--- config.mk ---
export PLATFORM = sky130hd
export DESIGN_NAME = jk_bank_arbiter
export DESIGN_NICKNAME = d
export VERILOG_FILES = /design/src/rtl/jk_bank_arbiter.sv
export SDC_FILE = /design/constraint.sdc
export NUM_CORES = 1
export LEC_CHECK = 0
export ABC_AREA = 1
export CAP_MARGIN = 40
export CORE_ASPECT_RATIO = 1.2
export CORE_UTILIZATION = 25
export CTS_CLUSTER_SIZE = 10
export DETAILED_ROUTE_END_ITERATION = 10
export PLACE_DENSITY = 0.54
export RECOVER_POWER = 25
export REMOVE_ABC_BUFFERS = 1
export SLEW_MARGIN = 20
export SYNTH_ARGS = -nofsm -noshare
export SYNTH_HDL_FRONTEND = slang
export SYNTH_SLANG_ARGS = --single-unit
export TNS_END_PERCENT = 30
--- constraint.sdc ---
create_clock -name clk -period 2.39 [get_ports clk]
set_clock_uncertainty 0.2 [all_clocks]
set_input_delay 0.478 -clock clk [delete_from_list [all_inputs] [get_ports clk]]
set_output_delay 0.478 -clock clk [all_outputs]
set_load 0.1 [all_outputs]
--- src/rtl/jk_bank_arbiter.sv ---
// Two-requester round-robin arbiter in front of an 8-bit JK flip-flop bank.
// One operation executes per edge; grants are one-cycle pulses after the winning edge.
module jk_bank_arbiter (
  input  logic       clk,
  input  logic       rst,
  input  logic       req0,
  input  logic [1:0] op0,
  input  logic [2:0] addr0,
  input  logic       req1,
  input  logic [1:0] op1,
  input  logic [2:0] addr1,
  output logic       gnt0,
  output logic       gnt1,
  output logic [7:0] q,
  output logic [7:0] q_,
  output logic [7:0] ops
);

  logic       gnt0_r;
  logic       gnt1_r;
  logic       last_r;
  logic [7:0] q_r;
  logic [7:0] qn_r;
  logic [7:0] ops_r;

  logic       elig0_s;
  logic       elig1_s;
  logic       win0_s;
  logic       win1_s;
  logic [1:0] op_s;
  logic [2:0] addr_s;
  logic [7:0] q_nxt_s;

  // JK next-state for one bit: {j,k} = 00 hold, 01 clear, 10 set, 11 toggle
  function automatic logic jk_next(input logic [1:0] op, input logic cur);
    logic res;
    case (op)
      2'b00:   res = cur;
      2'b01:   res = 1'b0;
      2'b10:   res = 1'b1;
      2'b11:   res = ~cur;
      default: res = cur;
    endcase
    return res;
  endfunction

  // Eligibility and round-robin winner selection; last_r=1 favours requester 0
  always_comb begin
    elig0_s = req0 & ~gnt0_r;
    elig1_s = req1 & ~gnt1_r;
    win0_s  = elig0_s & (~elig1_s | last_r);
    win1_s  = elig1_s & (~elig0_s | ~last_r);
  end

  // Only the winner's op/addr reach the bank, so idle ports may carry anything
  always_comb begin
    q_nxt_s = q_r;
    if (win1_s) begin
      op_s   = op1;
      addr_s = addr1;
    end else begin
      op_s   = op0;
      addr_s = addr0;
    end
    if (win0_s | win1_s) begin
      q_nxt_s[addr_s] = jk_next(op_s, q_r[addr_s]);
    end else begin
      q_nxt_s = q_r;
    end
  end

  // State update: reset dominates any concurrent request
  always_ff @(posedge clk) begin
    if (rst) begin
      gnt0_r <= 1'b0;
      gnt1_r <= 1'b0;
      last_r <= 1'b1;
      q_r    <= 8'h00;
      qn_r   <= 8'hFF;
      ops_r  <= 8'h00;
    end else begin
      gnt0_r <= win0_s;
      gnt1_r <= win1_s;
      if (win0_s | win1_s) begin
        q_r    <= q_nxt_s;
        qn_r   <= ~q_nxt_s;
        ops_r  <= ops_r + 8'd1;
        last_r <= win1_s;
      end else begin
        q_r    <= q_r;
        qn_r   <= qn_r;
        ops_r  <= ops_r;
        last_r <= last_r;
      end
    end
  end

  assign gnt0 = gnt0_r;
  assign gnt1 = gnt1_r;
  assign q    = q_r;
  assign q_   = qn_r;
  assign ops  = ops_r;

endmodule

==> flow_summary.json, run 1 <==
{
  "cp_max_fo": 8,
  "r2r_cells": 12,
  "cts-hold-fix-buffers": 0,
  "wl_met3_um": 181,
  "tritoncts": "yes",
  "yosys-top-cells-count": "nand2_1 (45), inv_1 (35), dfxtp_1 (27)",
  "pre_cts_slack_ns": -0.216,
  "hold_viol_final": 0,
  "ys.flop_type": "dfxtp_1",
  "async_flop_share_pct": 0,
  "finalCriticalPeriod_ns": 2.25,
  "hold_depth": 2,
  "port_buffers": 39,
  "relSlewSlack_pct": 63.8,
  "wl_met1_um": 1760,
  "start_util_pct": 26.3,
  "syn_area_sq_um": 1520,
  "firstDrtPassIters": 4,
  "grt_pass1_wl_um": 6290,
  "yosysSeqAreaShare_pct": 35.5,
  "rrSetupSlack_ns": 0.47,
  "design.core.area_sq_um": 5780,
  "synth_edf_count": 0,
  "antenna_found_initial": 0,
  "track_usage_pct": 12.7,
  "rsz0062_at_grt": "yes",
  "cts.sinks": 27,
  "clockBufferDepth": 2,
  "ys_types": 31,
  "die_w_um": 73.2,
  "tns_ns": 0,
  "setup_violations": 0,
  "maxSlewViolCount": 0,
  "power_density_nw_per_um2": 635,
  "worstSetupStartpoint": "req1",
  "worstHoldPathType": "register to register",
  "worstPathRequired_ns": 2.37,
  "drc": 0,
  "dr_wl_met2_um": 1650,
  "cts_buffers": 3,
  "wl_per_cell_um": 10.7,
  "die_area_sq_um": 6410,
  "synth.top_cell.area_share_pct": 35.5,
  "drive_above_1_share_pct": 32.0,
  "vias": 1428,
  "grt_pass1_vias": 1389,
  "die_h_um": 87.5,
  "gp_congestion": 0.830,
  "place_area_sq_um": 2060,
  "period_share_pct": 94.0,
  "postCtsSetupBuffers": 0,
  "hold_start": "ops[4]$_SDFFE_PP0N_",
  "peakVddDrop_v": 0.000245,
  "ctsResizeCount": 0,
  "critPathMostFrequentCell": "nand2_1",
  "syn_avg_cell_area_sq_um": 7.43,
  "r2r-start": "gnt1$_SDFF_PP0_",
  "ant_nets": 0,
  "synth_largest_area_cell": "dfxtp_1",
  "critical_path_class": "primary input to register",
  "crit_chain": "clkdlybuf4s50_1, inv_1, nor2_8, nand2_4, nand2_1, nand2_1, nor2_2, nand3_1, nand2_2, nor2_2, nand2_4, nand3_2, nand3_1, nand2_1",
  "drt_iter0_drc": 30,
  "synth_seq_cells": 27,
  "status": "complete, no violations",
  "viasPerCell": 4.21,
  "syn_inst": 205,
  "worst_setup_path_start_kind": "primary input",
  "end_kind": "register",
  "cpPeakStageDelay_ns": 0.45,
  "slowest_stage": "clkdlybuf4s50_1",
  "r2r-end": "q_[3]$_SDFFE_PP1N_",
  "syn_to_final_growth_pct": 37.2,
  "worstPathArrival_ns": 2.22,
  "ys_warn_count": 0,
  "root_buffer": "clkbuf_8",
  "antennaDiodeCount": 0,
  "clkLatencyLatePin_ns": 0.28,
  "top_layer": "met4",
  "overflow": 0,
  "routed_wirelength_um": 3640,
  "htreeDepth": 1,
  "tightest_slew_ns": 0.546,
  "pin_count": 40,
  "fin_nets": 275,
  "path_buf_inv": 2,
  "synth_most_common_cell": "nand2_1",
  "worst_slack_ns": 0.143,
  "dp_hpwl_um": 2820,
  "rows": 30,
  "power.leakage_nw": 0.963,
  "final_area_sq_um": 2090,
  "fmax_ghz": 0.445,
  "grt_max_degree": 15,
  "clk_pin_slew_ns": 0.10,
  "maxCapViolCount": 0,
  "synth_area_leaders": "dfxtp_1 (35%), nand2_1 (11%), inv_1 (8.6%)",
  "holdPathEnd": "ops[4]$_SDFFE_PP0N_",
  "critical-path-top-delay-family": "simple AND/OR/NAND/NOR gates"
}
-- power by group --
part | internal [mW] | switching (mW) | total (mW) | leakage, nW
Combinational | 0.161 | 0.395 | 0.555 | 0.720
Sequential | 0.481 | 0.0229 | 0.504 | 0.221
Clock | 0.120 | 0.147 | 0.267 | 0.0228
Total | 0.762 | 0.564 | 1.33 | 0.963
-- routing by layer --
metal | GRT usage [%] | vias to the layer above
met5 | 0 | -
met4 | 4.81 | 0
met3 | 2.43 | 5
met2 | 20.9 | 35
met1 | 16.3 | 630
li1 | - | 758
-- metrics by stage --
stage                     power [mW]  std cells  hold slack (ns)  util (%)
after global placement          1.08        335            0.297      35.6
after global routing            1.40        339            0.352      36.1
after CTS                       1.35        339            0.318      36.4
after detailed placement        1.08        335            0.299      35.6
final                           1.33        339            0.313      36.1
after floorplan                0.920        201            0.287         -
-- layout make-up --
class                      instances  area [sq um]
sequential                        27           541
timing repair buffer              54           425
tap                               80           100
inverter                          36           135
fill                             660          3690
multi-input combinational        138           843
clock buffer                       4          45.0
-- logic make-up after synthesis --
group                      count (synthesis)  share of synthesized area, %
AOI/OAI and AO/OA                         22                          10.2
and+or+nand+nor                          112                          41.5
xor gates and xnor gates                   1                         0.575
buffers and inverters                     40                          9.94
adders and majority gates                  1                         0.822
DFF                                       27                          35.5
muxes                                      2                          1.48
-- worst max path at each step --
stage	end	slack, ns	depth (start not counted)
2_1_floorplan	q_[0]$_SDFFE_PP1N_	-0.19	11
3_3_place_gp	q_[3]$_SDFFE_PP1N_	-0.20	14
3_5_place_dp	q_[3]$_SDFFE_PP1N_	-0.22	14
4_1_cts	q_[3]$_SDFFE_PP1N_	0.08	14
5_1_grt	q_[7]$_SDFFE_PP1N_	-0.02	11
6_report	q_[3]$_SDFFE_PP1N_	0.14	14
-- worst reg2reg max path, cell delays in order, from the launching register on --
cell and delay [ns]:
dfxtp_1 0.37, nor2_8 0.19, nand2_4 0.10, nand2_1 0.07, nand2_1 0.08, nor2_2 0.14, nand3_1 0.10, nand2_2 0.12
nor2_2 0.06, nand2_4 0.13, nand3_2 0.11, nand3_1 0.09, nand2_1 0.05
-- layout by cell type, fill, tap and decap left out, drive strengths merged, types with 2 or more instances in the layout --
cell type	synthesis	routed
a21oi	14	14
buf	3	31
clkbuf	1	14
clkdlybuf4s50	0	13
dfxtp	27	27
inv	36	36
mux2	2	2
nand2	51	51
nand3	27	27
nand3b	5	5
nor2	14	14
nor3	9	9
o21ai	5	5
or2	4	4
Note: power is estimated with default switching activity, not from simulation.
==> run 2: changes to the inputs <==
Settings changed: CAP_MARGIN 40 to default.
==> results of run 2 <==
No change in the layout: final DEF, timing and power equal those of run 1.
==> run 3: changes to the inputs <==
Settings changed: CORE_MARGIN from default to 4.
==> run 3 against run 2 <==
  * Global-route usage decreased by 2.0 points
  * Non-clock buffer count unchanged
  * Worst setup slack got worse by 0.022 ns
  * Register-to-register slack about the same
  * Sequential power about the same
  * Final cell count unchanged
  * Flip-flop and latch count unchanged
  * Critical path type unchanged
==> flow_summary.json, run 3 (synthesis results as in run 1) <==
{
  "htreeDepth": 1,
  "pin_count": 40,
  "hold_depth": 2,
  "hold_start": "ops[3]$_SDFFE_PP0N_",
  "r2r-end": "q_[5]$_SDFFE_PP1N_",
  "path_buf_inv": 2,
  "die_h_um": 93.5,
  "clk_pin_slew_ns": 0.10,
  "maxSlewViolCount": 0,
  "cts.sinks": 27,
  "grt_pass1_wl_um": 6540,
  "clockBufferDepth": 2,
  "rsz0062_at_grt": "yes",
  "seqCellArea_sq_um": 541,
  "tightest_slew_ns": 0.443,
  "status": "complete, no violations",
  "wl_per_cell_um": 10.9,
  "fin_nets": 275,
  "ant_nets": 0,
  "utilization_pct": 36.8,
  "track_usage_pct": 10.7,
  "r2r-start": "gnt1$_SDFF_PP0_",
  "fmax_ghz": 0.441,
  "firstDrtPassIters": 4,
  "power_density_nw_per_um2": 630,
  "multi_input_area_sq_um": 853,
  "cp.depth": 14,
  "r2r_cells": 12,
  "dp_hpwl_um": 2930,
  "viasPerCell": 4.19,
  "finalCriticalPeriod_ns": 2.27,
  "worstPathArrival_ns": 2.25,
  "rows": 30,
  "overflow": 0,
  "p_total_mw": 1.34,
  "setup_violations": 0,
  "root_buffer": "clkbuf_8",
  "port_buffers": 39,
  "slowest_stage": "clkdlybuf4s50_1",
  "die_area_sq_um": 7410,
  "cp_max_fo": 8,
  "holdPathEnd": "ops[3]$_SDFFE_PP0N_",
  "clkLatencyLatePin_ns": 0.28,
  "peakVddDrop_v": 0.000262,
  "worstHoldPathType": "register to register",
  "die_w_um": 79.2,
  "grt_pass1_vias": 1406,
  "routed_wirelength_um": 3690,
  "antennaDiodeCount": 0,
  "rrSetupSlack_ns": 0.46,
  "start_util_pct": 26.3,
  "gp_congestion": 0.866,
  "vias": 1421,
  "period_share_pct": 94.9,
  "worst_setup_path_start_kind": "primary input",
  "power.leakage_nw": 0.972,
  "final_cell_mix": "nand2_1 (44), buf_4 (40), inv_1 (35)",
  "tns_ns": 0,
  "cpPeakStageDelay_ns": 0.46,
  "hold_viol_final": 0,
  "worstPathRequired_ns": 2.37,
  "drt_iter0_drc": 67,
  "instances_no_fill": 339,
  "fillers": 650,
  "crit_chain": "clkdlybuf4s50_1, inv_1, nor2_8, nand2_4, nand2_1, nand2_1, nor2_1, nand3_1, nand2_2, nor2_2, nand2_4, nand3_2, nand3_1, nand2_1",
  "drc": 0,
  "cts-hold-fix-buffers": 0,
  "antenna_found_initial": 0,
  "cts_buffers": 3,
  "critical-path-top-delay-family": "simple AND/OR/NAND/NOR gates",
  "critPathMostFrequentCell": "nand2_1",
  "dpl.cell_count": 334,
  "grt_max_degree": 17,
  "maxCapViolCount": 0,
  "critical_path_class": "primary input to register",
  "end_kind": "register",
  "relSlewSlack_pct": 70.4,
  "layout.cells.most_common": "nand2_1",
  "tritoncts": "yes",
  "syn_to_final_growth_pct": 39.8,
  "drive_above_1_share_pct": 32.8,
  "design.core.area_sq_um": 5780
}
-- run 3: cell count changes in the layout (fill, tap and decap cells not counted), moves of 2 or more --
| cell | delta |
|---|---|
| buf_4 | +10 |
| clkbuf_2 | -10 |
| nor2_1 | +2 |
| nor2_2 | -2 |
| nor3_1 | -2 |
| nor3_2 | +2 |
-- run 3: report_power, final --
group / switching (mW) / internal, mW
registers: 0.0222 / 0.481
clock network: 0.153 / 0.118
logic: 0.396 / 0.169
-- run 3: layout make-up --
class / count / area share [%]
clock buffers: 3 / 1.94
clock inverters: 1 / 0.353
inverters: 36 / 6.35
multi-input cells: 138 / 40.1
flip-flops and latches: 27 / 25.4
well taps: 80 / 4.70
repair buffers: 54 / 21.2
-- run 3: how the worst max path moves through the flow --
stage	startpoint	endpoint	slack (ns)
after detailed placement	req0	q_[5]$_SDFFE_PP1N_	-0.20
after global routing	req1	q_[1]$_SDFFE_PP1N_	-0.03
after CTS	req0	q_[5]$_SDFFE_PP1N_	0.1
after floorplan	gnt0$_SDFF_PP0_	q_[0]$_SDFFE_PP1N_	-0.19
after global placement	req0	q_[5]$_SDFFE_PP1N_	-0.16
final	req1	q_[5]$_SDFFE_PP1N_	0.12
-- run 3: per-stage QoR --
step	hold WS [ns]	instance area, sq um	worst slack (ns)
after floorplan	0.287	1510	-0.194
after global placement	0.293	2050	-0.156
after CTS	0.324	2100	0.0968
final	0.318	2130	0.121
after detailed placement	0.304	2050	-0.196
after global routing	0.340	2130	-0.0310
-- run 3: worst reg2reg max path: cells and delay by family, from the launching register on --
| kind | cells | cell delay (ns) |
|---|---|---|
| simple gates | 12 | 1.26 |
| flops | 1 | 0.37 |
-- run 3: layer usage --
metal / wire length (um) / up-vias / GRT usage, %
met2: 1630 / 39 / 16.9
met1: 1750 / 619 / 14.4
li1: - / 759 / -
met4: 28 / 0 / 2.15
met3: 282 / 4 / 3.18
met5: 0 / - / 0
-- run 3: repair_timing --
item                       in CTS  in global routing
gates resized for setup         0                  6
buffers inserted                0                  1
setup endpoints to repair       0                 16
